**src/rtl/regfile_sweep_if.sv**
```systemverilog
// Register file bus: write port, two read ports, clear-sweep control.
interface regfile_sweep_if #(
    parameter int WIDTH = 8,
    parameter int AW    = 2
);
    logic             cload;
    logic [AW-1:0]    csel;
    logic [WIDTH-1:0] cin;
    logic [AW-1:0]    asel;
    logic [AW-1:0]    bsel;
    logic             clr_req;
    logic [WIDTH-1:0] aout;
    logic [WIDTH-1:0] bout;
    logic             busy;
    logic             wr_drop;

    modport master (
        output cload, csel, cin, asel, bsel, clr_req,
        input  aout, bout, busy, wr_drop
    );

    modport slave (
        input  cload, csel, cin, asel, bsel, clr_req,
        output aout, bout, busy, wr_drop
    );
endinterface

```
**src/rtl/regfile_sweep.sv**
```systemverilog
// Parametrised 2-read/1-write register file with optional hardwired zero
// register, optional write-to-read bypass and a multi-cycle clear sweep.
module regfile_sweep #(
    parameter int WIDTH    = 8,
    parameter int AW       = 2,
    parameter int ZERO_REG = 0,
    parameter int BYPASS   = 0
) (
    input  logic           clk,
    input  logic           rst,
    regfile_sweep_if.slave bus
);
    localparam int DEPTH = 1 << AW;
    localparam bit ZR    = (ZERO_REG != 0);
    localparam bit BP    = (BYPASS != 0);
    localparam logic [AW-1:0] LAST = AW'(DEPTH - 1);

    typedef enum logic {IDLE, SWEEP} state_t;

    state_t                        state, state_nxt;
    logic   [AW-1:0]               ptr, ptr_nxt;
    logic                          busy_q, busy_nxt;
    logic   [DEPTH-1:0][WIDTH-1:0] regs;
    logic                          accepted;
    logic   [WIDTH-1:0]            aout_v, bout_v;

    // A write lands only when idle and not aimed at a hardwired-zero reg0.
    assign accepted    = bus.cload & ~busy_q & ~(ZR & (bus.csel == '0));
    assign bus.busy    = busy_q;
    assign bus.wr_drop = bus.cload & busy_q;
    assign bus.aout    = aout_v;
    assign bus.bout    = bout_v;

    // FSM state, sweep pointer and registered busy flag.
    always_ff @(posedge clk or negedge rst) begin
        if (!rst) begin
            state  <= IDLE;
            ptr    <= '0;
            busy_q <= 1'b0;
        end else begin
            state  <= state_nxt;
            ptr    <= ptr_nxt;
            busy_q <= busy_nxt;
        end
    end

    // Next-state: a sweep visits every register once, then returns to idle;
    // clr_req is ignored while sweeping so there is no restart or queueing.
    always_comb begin
        state_nxt = state;
        ptr_nxt   = ptr;
        busy_nxt  = busy_q;
        case (state)
            IDLE: begin
                if (bus.clr_req) begin
                    state_nxt = SWEEP;
                    ptr_nxt   = '0;
                    busy_nxt  = 1'b1;
                end
            end
            SWEEP: begin
                ptr_nxt = ptr + 1'b1;  // wraps to 0 after LAST
                if (ptr == LAST) begin
                    state_nxt = IDLE;
                    busy_nxt  = 1'b0;
                end
            end
            default: begin
                state_nxt = IDLE;
                ptr_nxt   = '0;
                busy_nxt  = 1'b0;
            end
        endcase
    end

    // Storage: sweep clears one entry per cycle, otherwise accepted writes land.
    always_ff @(posedge clk or negedge rst) begin
        if (!rst) begin
            regs <= '0;
        end else if (state == SWEEP) begin
            regs[ptr] <= '0;
        end else if (accepted) begin
            regs[bus.csel] <= bus.cin;
        end
    end

    // Read port A: stored value, then bypass, then zero-register override.
    always_comb begin
        aout_v = regs[bus.asel];
        if (BP && accepted && (bus.asel == bus.csel)) aout_v = bus.cin;
        if (ZR && (bus.asel == '0))                   aout_v = '0;
    end

    // Read port B: same priority as port A.
    always_comb begin
        bout_v = regs[bus.bsel];
        if (BP && accepted && (bus.bsel == bus.csel)) bout_v = bus.cin;
        if (ZR && (bus.bsel == '0))                   bout_v = '0;
    end
endmodule

```
**src/flat_wrapper.sv**
```systemverilog
// flat-port wrapper written by rule: the top's interface ports become plain ports
module regfile_sweep_flat 
#(
    parameter int WIDTH    = 8,
    parameter int AW       = 2,
    parameter int ZERO_REG = 0,
    parameter int BYPASS   = 0
)
  (clk, rst, bus_cload, bus_csel, bus_cin, bus_asel, bus_bsel, bus_clr_req, bus_aout, bus_bout, bus_busy, bus_wr_drop);
  regfile_sweep_if #(.WIDTH(WIDTH), .AW(AW)) bus_i ();
  input  logic clk;
  input  logic rst;
  input wire logic [$bits(bus_i.cload)-1:0] bus_cload;
  input wire logic [$bits(bus_i.csel)-1:0] bus_csel;
  input wire logic [$bits(bus_i.cin)-1:0] bus_cin;
  input wire logic [$bits(bus_i.asel)-1:0] bus_asel;
  input wire logic [$bits(bus_i.bsel)-1:0] bus_bsel;
  input wire logic [$bits(bus_i.clr_req)-1:0] bus_clr_req;
  output wire logic [$bits(bus_i.aout)-1:0] bus_aout;
  output wire logic [$bits(bus_i.bout)-1:0] bus_bout;
  output wire logic [$bits(bus_i.busy)-1:0] bus_busy;
  output wire logic [$bits(bus_i.wr_drop)-1:0] bus_wr_drop;
  assign bus_i.cload = bus_cload;
  assign bus_i.csel = bus_csel;
  assign bus_i.cin = bus_cin;
  assign bus_i.asel = bus_asel;
  assign bus_i.bsel = bus_bsel;
  assign bus_i.clr_req = bus_clr_req;
  assign bus_aout = bus_i.aout;
  assign bus_bout = bus_i.bout;
  assign bus_busy = bus_i.busy;
  assign bus_wr_drop = bus_i.wr_drop;
  regfile_sweep #(.WIDTH(WIDTH), .AW(AW), .ZERO_REG(ZERO_REG), .BYPASS(BYPASS)) u_core (.clk(clk), .rst(rst), .bus(bus_i));
endmodule
```
**config.mk**
```make
export PLATFORM = sky130hd
export DESIGN_NAME = regfile_sweep_flat
export DESIGN_NICKNAME = d
export VERILOG_FILES = /design/src/rtl/regfile_sweep_if.sv /design/src/rtl/regfile_sweep.sv /design/src/flat_wrapper.sv
export SDC_FILE = /design/constraint.sdc
export NUM_CORES = 1
export LEC_CHECK = 0
export CAP_MARGIN = 5
export CORE_UTILIZATION = 58
export CTS_BUF_LIST = sky130_fd_sc_hd__clkbuf_4
export DETAILED_ROUTE_END_ITERATION = 12
export PLACE_DENSITY = 0.87
export SYNTH_ARGS = -nofsm -noshare
export SYNTH_HDL_FRONTEND = slang
export SYNTH_SLANG_ARGS = --single-unit
```
**constraint.sdc**
```tcl
create_clock -name clk -period 1.8 [get_ports clk]
set_input_delay 0.27 -clock clk [delete_from_list [all_inputs] [get_ports clk]]
set_output_delay 0.27 -clock clk [all_outputs]
set_load 0.1 [all_outputs]
```
======== Word level (Yosys, flattened, before mapping) ========
Cells that the tools add are included.
operators by class
  $add $sub $neg .......................... 1
  order comparisons ....................... 6
  eq/ne operators ......................... 3
  multiplexer cells ....................... 19
  bitwise operators ....................... 6
  reductions and logical operators ........ 4
operator list
  operator                                                                              number
  32-bit two-way mux                                                                    2
  32-bit AND                                                                            1
  8-bit binary-select mux with 2-bit select                                             2
  32-bit bitwise mux                                                                    1
  8-bit demux with 2-bit select                                                         2
  8-bit two-way mux                                                                     4
  32-bit inverter                                                                       1
  2-bit by 3-bit less-than comparator with 1-bit output (second input constant)         4
  2-bit by 1-bit greater-or-equal comparator with 1-bit output (second input constant)  2
  1-bit two-way mux                                                                     4
  2-bit != test (second input constant)                                                 2
  1-bit one-hot mux with 2 select lines                                                 2
  2-bit one-hot mux with 2 select lines                                                 1
  2-bit by 1-bit adder with 2-bit output (second input constant)                        1
  1-bit AND                                                                             2
  2-bit == test (second input constant)                                                 1
  1-bit logical AND                                                                     2
  2-bit two-way mux                                                                     1
  1-bit inverter                                                                        2
  2-bit AND reduction                                                                   1
  2-bit nonzero test                                                                    1
storage, ports and cells
  register bits ........................... 36
  bits of input ports ..................... 18
  output and inout port bits .............. 18
  logic and storage cells ................. 46

======== Depth between registers and ports, before layout ========
  depth after elaboration ................. 7
  mapped depth ............................ 5
  gate-level depth less buffers ........... 5

======== Least setup slack after synthesis ========
Ideal clock, no wire load.
  kind .................................... flip-flop to output port
  start ................................... register u_core.busy_q (netlist: u_core.bus.busy)
  end ..................................... output port bus_wr_drop
  arrival ................................. 1.819 ns
  required time ........................... 1.530 ns
  setup slack ............................. -0.289 ns
  cell stages (with the launch flop) ...... 2
  path through ............................ dfrtp_1 -> and2_1
between the ends
  longest elaborated chain between the ends .. 1
RTL lines
  what                    line                 RTL
  start, declared         regfile_sweep.sv:22  logic busy_q, busy_nxt;
  start signal, assigned  regfile_sweep.sv:43  busy_q <= busy_nxt;
  1-bit AND               regfile_sweep.sv:30  assign bus.wr_drop = bus.cload & busy_q;
  end, declared           flat_wrapper.sv:22   output wire logic [$bits(bus_i.wr_drop)-1:0] bus_wr_drop;
No other way between the ends.

======== Worst setup path after layout ========
  start ................................... register u_core.regs[28] (netlist name)
  end ..................................... output port bus_aout[4]
between the ends
  longest elaborated chain between the ends .. 2
RTL lines
  what                                       line                 RTL
  start, declared                            regfile_sweep.sv:23  logic [DEPTH-1:0][WIDTH-1:0] regs;
  start signal, assigned by index            regfile_sweep.sv:83  regs[bus.csel] <= bus.cin;
  8-bit binary-select mux with 2-bit select  regfile_sweep.sv:89  aout_v = regs[bus.asel];
  8-bit two-way mux (not written as such)    regfile_sweep.sv:89
  end, declared                              flat_wrapper.sv:19   output wire logic [$bits(bus_i.aout)-1:0] bus_aout;
No other way between the ends. The select of a mux whose other input is x is not followed.

==> results.sh <==
export IMPL_status="finished, final reports clean"
export IMPL_wire_per_inst_um=19.13
export IMPL_finalCritPeriodShare=0.9867
export IMPL_placed_cell_area_um2=2665
export IMPL_reg2reg_slack_ps=340
export IMPL_synthesis_instances=169
export IMPL_slew_headroom=0.6946
export IMPL_netlist_area_um2=2012
export IMPL_antenna_found_initial=0
export IMPL_viasPerCell=6.057
export IMPL_cts_buffer_depth=2
export IMPL_combPwrFrac=0.521
export IMPL_core_area_um2=3337
export IMPL_row_count=21
export IMPL_drtIter0Drc=112
export IMPL_max_freq_mhz=563.0
export IMPL_start_util=0.6029
export IMPL_synth_seq_area_share=0.4478
export IMPL_numCtsBuffers=5
export IMPL_layout_common_cells="nand2_1 (37), dfrtp_1 (35), mux2i_1 (25), buf_12 (20), mux4_2 (16)"
export IMPL_period_minus_slack_ps=1776
export IMPL_clk_pin_slew_ps=110
export IMPL_cap_viol_max_count=0
export IMPL_num_antenna_cells=0
export IMPL_cts_tree="built"
export IMPL_syn_nets=192
export IMPL_h_tree_depth=2
export IMPL_overflow=0
export IMPL_vias=1593
export IMPL_cp_data_arrival_time_ps=1510
export IMPL_drc=0
export IMPL_worst_r2r_cell_count=3
export IMPL_die_area_um2=3708
export IMPL_cts_hold_buffers=0
export IMPL_yosysWarnings=0
export IMPL_instances_no_fill=263
export IMPL_grt_max_degree=37
export IMPL_cts_sinks=36
export IMPL_p_switching_w=0.001682
export IMPL_wirelength_um=5031
export IMPL_hold_path_class="in2async"
export IMPL_dp_hpwl_um=3604
export IMPL_grt_pass1_vias=1669
export IMPL_tightest_slew_ps=458.1
export IMPL_powerDensity_nw_per_um2=1342
export IMPL_drv_slew=0
export IMPL_final_area_um2=2755
export IMPL_drt_pass1_iterations=4
export IMPL_holdWs_ps=338.5
export IMPL_hold_viol_final=0
export IMPL_die_h_um=60.90
export IMPL_ir_drop_mv=1.121
export IMPL_power_frac_seq=0.321
export IMPL_drive_gt1_frac=0.3180
export IMPL_leakagePower_nw=1.397
export IMPL_synth_area_leader_cell="dfrtp_1"
export IMPL_rr_endpoint="u_core.regs[23]"
export IMPL_finClkSkew_ps=7.288
export IMPL_setup_violations=0
export IMPL_finalNetCount=239
export IMPL_synthTopCellsByArea="dfrtp_1 (45%), mux4_2 (18%), mux2i_1 (12%)"
export IMPL_p_int_w=0.002015
export IMPL_yosysTopAreaCellShare=0.4478
export IMPL_r2r_start="u_core.state"
export IMPL_dp_cells=254
export IMPL_final_common_cell="nand2_1"
export IMPL_root_buffer="clkbuf_4"
export IMPL_cp_start_kind="register"
export IMPL_synth_seq_cells=36
export IMPL_routabilityCongestion=0.8456
export IMPL_synth_cell_types=22
export IMPL_grt_usage=0.3173
export IMPL_clockPowerShare=0.158
export IMPL_netSwitchingFraction=0.4549
export IMPL_clk_latency_ps=350
export IMPL_ant_nets=0
export IMPL_crit_required_ps=1530
export IMPL_critPathKind="reg2out"
export IMPL_area_growth_pct=36.94
export IMPL_fillCellCount=195
export IMPL_grt_setup_unrepaired="no"
export IMPL_grt_pass1_wl_um=8066
export IMPL_path_max_fanout=3
export IMPL_die_x_um=60.90
export IMPL_syn_avg_cell_area_um2=11.90
export IMPL_crit_path_end_kind="output port"
export IMPL_numPortBuffers=35
export IMPL_io_pins=36
==> per-layer routing <==
metal | vias to the layer above | routed length, um | global-route usage
li1 | 689 | - | -
met1 | 805 | 1834 | 0.3971
met2 | 85 | 2698 | 0.5165
met3 | 14 | 368 | 0.05970
met4 | 0 | 130 | 0.1883
met5 | - | 0 | 0
==> worst max-delay path by stage <==
| stage | startpoint | cells after the start | end | slack [ps] |
|---|---|---|---|---|
| global placement | bus_asel[1] | 4 | bus_aout[1] | -130 |
| CTS | u_core.regs[28] | 2 | bus_aout[4] | 20 |
| floorplan | bus_asel[0] | 2 | bus_aout[0] | 260 |
| detailed placement | bus_bsel[1] | 4 | bus_bout[3] | -140 |
| finish | u_core.regs[28] | 2 | bus_aout[4] | 20 |
| global route | u_core.regs[28] | 2 | bus_aout[4] | 1 |
==> repair_timing <==
| action | in CTS | in global routing |
|---|---|---|
| buffers inserted | 1 | 0 |
| setup endpoints to repair | 16 | 0 |
| endpoints found under the hold margin | 0 | 0 |
| resized for setup | 6 | 0 |
==> worst max-delay path, stage by stage, from the launching register on <==
cell	delay, ps
dfrtp_1	430
mux4_2	530
buf_12	190
==> cell usage after synthesis, drive strengths merged <==
cell	n
a21o	1
and2	2
and3b	1
buf	8
dfrtp	36
ha	5
inv	12
mux2i	25
mux4	16
nand2	40
nand3	7
nand4	1
nor2	2
nor2b	1
nor3	1
nor3b	1
o21ai	8
o22ai	1
o31ai	1
==> layout make-up <==
class	count	area (um^2)	area share
Clock buffer	6	45.04	0.01635
Clock inverter	2	35.03	0.01272
Inverter	12	45.04	0.01635
Multi-Input combinational cell	113	1015	0.3683
Sequential cell	36	902.1	0.3274
Tap cell	46	57.56	0.02089
Timing Repair Buffer	48	655.6	0.2380
==> power groups by stage <==
stage          combinational, W  sequential [W]  clock, W
4_1_cts                 0.00194         0.00118  0.000587
3_5_place_dp            0.00193         0.00120         0
6_report                0.00193         0.00119  0.000583
5_1_grt                 0.00202         0.00121  0.000620
2_1_floorplan           0.00118         0.00120         0
3_3_place_gp            0.00188         0.00117         0
==> stage by stage <==
step / power [W] / util / TNS [ps] / worst slack, ps
finish: 0.003697 / 0.8256 / 0 / 23.90
floorplan: 0.002379 / - / 0 / 259.2
CTS: 0.003706 / 0.8256 / 0 / 15.32
global placement: 0.003050 / 0.7987 / -1912 / -126.7
global route: 0.003853 / 0.8256 / 0 / 1.455
detailed placement: 0.003126 / 0.7987 / -1940 / -142.2
==> logic make-up after synthesis <==
| kind of cell | share of synthesized area |
|---|---|
| buf+inv | 0.04851 |
| flops | 0.4478 |
| mux | 0.3035 |
| fa+ha+maj | 0.03109 |
| compound gates | 0.04540 |
| simple gates | 0.1238 |
==> flip-flops by register name (all words and copies together), names as in the netlist <==
signal           cells
u_core.bus.busy      1
u_core.ptr           2
u_core.regs         32
u_core.state         1
Power figures use the tool's default switching activity.
